==> config.mk <==
export PLATFORM = sky130hd
export DESIGN_NAME = bin2bcd_display_prep
export DESIGN_NICKNAME = d
export VERILOG_FILES = /design/src/rtl/bcd_pkg.sv /design/src/rtl/bcd_dabble_step.sv /design/src/rtl/bin2bcd_display_prep.sv
export SDC_FILE = /design/constraint.sdc
export NUM_CORES = 1
export LEC_CHECK = 0
export BUFFER_PORTS_ARGS = -buffer_cell sky130_fd_sc_hd__buf_2
export CAP_MARGIN = 40
export CELL_PAD_IN_SITES_DETAIL_PLACEMENT = 0
export CELL_PAD_IN_SITES_GLOBAL_PLACEMENT = 1
export CORE_ASPECT_RATIO = 0.8
export CORE_MARGIN = 5
export CORE_UTILIZATION = 44
export DETAILED_ROUTE_END_ITERATION = 6
export HOLD_SLACK_MARGIN = 0.05
export PLACE_DENSITY_LB_ADDON = 0.1
export SLEW_MARGIN = 15
export SYNTH_ARGS = -nofsm -noshare
export SYNTH_HDL_FRONTEND = slang
export SYNTH_HIERARCHICAL = 1
export SYNTH_SLANG_ARGS = --single-unit
==> constraint.sdc <==
create_clock -name clk -period 3.1 [get_ports clk]
set_input_delay 0.31 -clock clk [delete_from_list [all_inputs] [get_ports clk]]
set_output_delay 0.31 -clock clk [all_outputs]
set_load 0.02 [all_outputs]
==> src/rtl/bcd_pkg.sv <==
// Shared types and constants for the binary-to-BCD display preparation block.
package bcd_pkg;

    typedef enum logic [1:0] {
        IDLE    = 2'd0,
        CONVERT = 2'd1,
        DONE    = 2'd2
    } state_e;

    localparam logic [3:0] BCD_NINE      = 4'd9;
    localparam logic [3:0] DABBLE_THRESH = 4'd5;
    localparam logic [3:0] DABBLE_ADD    = 4'd3;

    localparam int DEF_WIDTH = 20;
    localparam int CNT_W     = $clog2(DEF_WIDTH + 1);

    // Counter width able to hold the value w itself.
    function automatic int cnt_width(input int w);
        return $clog2(w + 1);
    endfunction

endpackage

==> src/rtl/bcd_dabble_step.sv <==
// Combinational double-dabble correction: every BCD digit >= 5 gets +3
// so that the following left shift carries correctly into the next digit.
module bcd_dabble_step
    import bcd_pkg::*;
#(
    parameter int INT_DIGITS = 7
) (
    input  logic [4*INT_DIGITS-1:0] acc_i,
    output logic [4*INT_DIGITS-1:0] acc_o
);

    always_comb begin
        acc_o = acc_i;
        for (int i = 0; i < INT_DIGITS; i++) begin
            if (acc_i[4*i +: 4] >= DABBLE_THRESH) begin
                acc_o[4*i +: 4] = acc_i[4*i +: 4] + DABBLE_ADD;
            end
        end
    end

endmodule

==> src/rtl/bin2bcd_display_prep.sv <==
// Iterative binary-to-BCD converter feeding the seven-segment display stage.
// One bit per clock, WIDTH cycles per value; result held in DONE until consumed.
module bin2bcd_display_prep
    import bcd_pkg::*;
#(
    parameter int WIDTH      = DEF_WIDTH,
    parameter int DIGITS     = 6,
    parameter int INT_DIGITS = 7
) (
    input  logic                  clk,
    input  logic                  rst,
    input  logic [WIDTH-1:0]      in_value,
    input  logic                  in_valid,
    output logic                  in_ready,
    output logic [4*DIGITS-1:0]   bcd_out,
    output logic [DIGITS-1:0]     blank_out,
    output logic                  overflow,
    output logic                  out_valid,
    input  logic                  out_ready
);

    localparam int CW = cnt_width(WIDTH);
    localparam int AW = 4 * INT_DIGITS;
    localparam int BW = 4 * DIGITS;
    localparam logic [DIGITS-1:0] BLANK_RST = {{(DIGITS-1){1'b1}}, 1'b0};

    state_e            state_q, state_d;
    logic [CW-1:0]     cnt_q, cnt_d;
    logic [WIDTH-1:0]  sh_q, sh_d;
    logic [AW-1:0]     acc_q, acc_d;
    logic [BW-1:0]     bcd_q, bcd_d;
    logic [DIGITS-1:0] blank_q, blank_d;
    logic              ovf_q, ovf_d;

    logic [AW-1:0]       acc_corr;
    logic [AW+WIDTH-1:0] cat_shift;
    logic [AW-1:0]       acc_shift;
    logic [WIDTH-1:0]    sh_shift;
    logic [BW-1:0]       fmt_bcd;
    logic [DIGITS-1:0]   fmt_blank;
    logic                fmt_ovf;
    logic                zero_run;
    logic                accept;

    bcd_dabble_step #(
        .INT_DIGITS (INT_DIGITS)
    ) u_step (
        .acc_i (acc_q),
        .acc_o (acc_corr)
    );

    always_comb begin
        cat_shift = {acc_corr, sh_q} << 1;
        acc_shift = cat_shift[AW+WIDTH-1:WIDTH];
        sh_shift  = cat_shift[WIDTH-1:0];
    end

    // Formatting of the accumulator as it will stand after the final shift.
    always_comb begin
        fmt_ovf   = |acc_shift[AW-1:BW];
        fmt_bcd   = fmt_ovf ? {DIGITS{BCD_NINE}} : acc_shift[BW-1:0];
        fmt_blank = '0;
        zero_run  = 1'b1;
        for (int i = DIGITS - 1; i >= 1; i--) begin
            zero_run     = zero_run & (fmt_bcd[4*i +: 4] == 4'd0);
            fmt_blank[i] = zero_run & ~fmt_ovf;
        end
    end

    assign in_ready  = (state_q == IDLE) || ((state_q == DONE) && out_ready);
    assign accept    = in_valid && in_ready;
    assign out_valid = (state_q == DONE);
    assign bcd_out   = bcd_q;
    assign blank_out = blank_q;
    assign overflow  = ovf_q;

    always_comb begin
        state_d = state_q;
        cnt_d   = cnt_q;
        sh_d    = sh_q;
        acc_d   = acc_q;
        bcd_d   = bcd_q;
        blank_d = blank_q;
        ovf_d   = ovf_q;

        case (state_q)
            IDLE: begin
                if (accept) begin
                    sh_d    = in_value;
                    acc_d   = '0;
                    cnt_d   = CW'(WIDTH);
                    state_d = CONVERT;
                end
            end
            CONVERT: begin
                acc_d = acc_shift;
                sh_d  = sh_shift;
                cnt_d = cnt_q - 1'b1;
                if (cnt_q == CW'(1)) begin
                    bcd_d   = fmt_bcd;
                    blank_d = fmt_blank;
                    ovf_d   = fmt_ovf;
                    state_d = DONE;
                end
            end
            DONE: begin
                // Consume and re-accept on the same edge keeps the pipe full.
                if (accept) begin
                    sh_d    = in_value;
                    acc_d   = '0;
                    cnt_d   = CW'(WIDTH);
                    state_d = CONVERT;
                end else if (out_ready) begin
                    state_d = IDLE;
                end
            end
            default: state_d = IDLE;
        endcase
    end

    always_ff @(posedge clk or posedge rst) begin
        if (rst) begin
            state_q <= IDLE;
            cnt_q   <= '0;
            sh_q    <= '0;
            acc_q   <= '0;
            bcd_q   <= '0;
            blank_q <= BLANK_RST;
            ovf_q   <= 1'b0;
        end else begin
            state_q <= state_d;
            cnt_q   <= cnt_d;
            sh_q    <= sh_d;
            acc_q   <= acc_d;
            bcd_q   <= bcd_d;
            blank_q <= blank_d;
            ovf_q   <= ovf_d;
        end
    end

endmodule

==> run summary <==
The run gives 330 ps as the later-pin clock latency in the skew report. The reg-to-reg startpoint was acc_q[24]. The startpoint type of the worst setup path was a flop. Buffers placed on the I/O ports in this run total 55. The run gives 0.4470 as the worst slew margin relative to its limit. VDD sags by at most 0.5441 mV. Counting the fill cells in the layout gives 919. The floorplan has 32 rows.

The total nets after synthesis was 530. Dividing total power by cell area gives a power density of 1146 nW/um^2. In the final design database the tool counted 580 nets. The synthesized area is 4309 sq um.

Pin placement for this block handled 57 I/O pins. The first global-routing pass estimated 16.30 mm of wire. The die extent in x was 120.6 um. The worst hold path begins at in_value[0].

The tools report the internal power component as 3325 uW. The tools report the power share of the combinational group as 0.471. The min-delay analysis places its worst path in the category primary input to flop.

The number of buffers added for setup after CTS is 0, and the number of instances in the synthesized netlist is 490. The final design utilization is 0.5262. After the first detailed-routing iteration, the DRC count stood at 160. Cell type of the slowest stage on the worst timing path: nor4_4. The arrival time at the worst endpoint is 2760 ps, and the average wire length per cell after detail routing is 13.95 um. The net switching fraction of the power is 0.4259.

The worst setup path is captured at a flop. At the worst endpoint, the required time is 3380 ps. The largest single stage delay on the critical path is 580 ps. The tools report the total inserted antenna cells as 0.

The run gives 0 as the count of final hold-check violations. The tools report the number of global-route vias before repair as 3413. The die boundary height came out at 98.52 um.

In this run the worst path has a maximum fanout of 9. The initial antenna violation count came out at 0. Entering global routing, the biggest net connects 57 pins. The number of cells on the worst reg-to-reg path is 8. For the pin with the worst max-slew slack, the measured transition is 825.0 ps. The root buffer cell chosen for the clock tree is clkbuf_16. At the end of routability-driven placement, the weighted congestion stood at 0.7879.

The max-slew violation count came out at 0. Setup repair after global routing left no endpoint under its margin. The detailed router placed 3298 vias in this run. The analysis attributes to net switching a power of 2467 uW. The DRC violation count after routing came out at 0.

The floorplan step defined a die boundary enclosing 11880 sq um. The tools report the total global-route track usage as 0.1693. In this run the standard cell core region covers 9609 sq um.

The tools report the total clock buffers created by CTS as 9. The share of the clock period used by the worst path came out at 0.8000. Walking the worst path, the cells encountered are ha_1 > nand2b_1 > a21oi_2 > mux2i_1 > nor4_4 > nand2_2 > nor4_1 > a22o_1. The global route total overflow was 0; the number of warnings reported in the yosys synthesis log was 6. The share of final-layout standard cells stronger than drive strength 1 works out to 0.1817.

H-tree depth: 3. Subtracting the final worst setup slack from the clock period gives 2480 ps. The first detailed-routing pass took 4 iterations. The antenna violation net count after detailed routing is 0.

Buffer levels on the longest clock path: 2. Setup total negative slack on the finished layout was measured at 0 ps. The run gives 0.201 as the share of power burned in the clock network.

The endpoint of the worst hold-timing path is sh_q[0]. The HPWL after detailed placement is 6.355 mm. TritonCTS built the clock tree. The final count of negative-setup-slack endpoints is 0. The run gives 0.4032 GHz as the maximum clock rate. Clock skew on the completed layout was measured at 4.103 ps. The clock transition at the register clock pins on the worst setup and hold paths after CTS is 60 ps, and the per-cell via count in the routed design is 4.967. The mean cell area of the mapped netlist came out at 8.794 sq um. The worst register-to-register path ends at blank_out[1]. The tree built by TritonCTS fans out to 85 sinks. The flow ran to the end, and the final reports show no timing, DRC or antenna violations.

Across the run, the number of max-cap violations was 0. The layout overhead on the synthesized area was 17.33%. The starting density of the core came out at 0.4484.

Wires add up to 9.260 mm. The tools report the sequential cell fraction of total power as 0.329. The worst hold path was traced through 3 stages. The slack of the worst reg-to-reg path is 620 ps, and the static leakage power is 0.002498 uW. By startpoint and endpoint, the worst setup path is classified as flop to flop.
## timing repair
item	in CTS	in global routing
hold endpoints to repair	29	0
hold buffers	1	0
gates resized for setup	0	0
## layout make-up
| cell class | count | area (sq um) | area share |
|---|---|---|---|
| Clock buffer | 12 | 256.5 | 0.05073 |
| Clock inverter | 4 | 70.07 | 0.01386 |
| Inverter | 19 | 72.57 | 0.01435 |
| Multi-Input combinational cell | 360 | 1993 | 0.3942 |
| Sequential cell | 85 | 2133 | 0.4219 |
| Tap cell | 119 | 148.9 | 0.02945 |
| Timing Repair Buffer | 65 | 381.6 | 0.07548 |
## routing by layer
| layer | share of wire | track usage | up-vias |
|---|---|---|---|
| li1 | - | - | 1707 |
| met5 | 0 | 0 | - |
| met4 | 0.0094 | 0.03920 | 0 |
| met2 | 0.46 | 0.2739 | 35 |
| met1 | 0.50 | 0.2304 | 1548 |
| met3 | 0.032 | 0.04303 | 8 |
## sequential cells by signal (all words and copies together), names as in the netlist
| name | count |
|---|---|
| state_q | 2 |
| blank_out | 5 |
| overflow | 1 |
| cnt_q | 5 |
| acc_q | 28 |
| bcd_out | 24 |
| sh_q | 20 |
## power groups by stage
stage,combinational [uW],clock [uW],sequential (uW)
finish,2730,1160,1900
floorplan,1980,0,1970
global placement,2690,0,1910
detailed placement,2760,0,1920
global route,3140,1240,1970
CTS,2770,1200,1910
## worst max path at each step
| stage | start | to | slack, ps | cells past startpoint |
|---|---|---|---|---|
| 3_3_place_gp | acc_q[24] | blank_out[1] | 690 | 8 |
| 4_1_cts | acc_q[24] | blank_out[1] | 600 | 8 |
| 2_1_floorplan | rst | acc_q[0] | 600 | 1 |
| 6_report | acc_q[24] | blank_out[1] | 620 | 8 |
| 5_1_grt | acc_q[25] | blank_out[1] | 380 | 9 |
| 3_5_place_dp | acc_q[24] | blank_out[1] | 610 | 8 |
## cells in the final DEF, fill, tap and decap left out, types with 2 or more instances in the layout
master       n
nand2_1    153
o21ai_0     83
dfrtp_1     80
buf_2       55
mux2i_1     26
nor2_1      21
inv_1       18
ha_1        16
nand2b_1    15
clkbuf_16    9
xnor2_1      8
o21ai_1      7
a21oi_2      7
nor4_1       6
buf_4        6
dfstp_2      5
clkinv_2     3
nor4b_2      2
bufinv_16    2
clkbuf_8     2
buf_12       2
## critical path, delay by kind of cell (launching register included)
kind                       cells  cell delay (ps)
AOI/OAI and AO/OA              2              380
adders and majority gates      1              200
DFF                            1              410
muxes                          1              170
and+or+nand+nor                4             1250
## through the flow
stage	area, sq um	hold slack (ps)	total power [uW]	setup WS [ps]	std cells
after CTS	5056	174.2	5870	601.6	664
after floorplan	4309	417.6	3952	604.8	490
final	5056	186.8	5792	619.9	664
after global routing	5056	184.1	6363	375.2	664
after global placement	4708	364.8	4596	689.5	646
after detailed placement	4720	364.0	4675	612.0	647
Power figures use the tool's default switching activity.
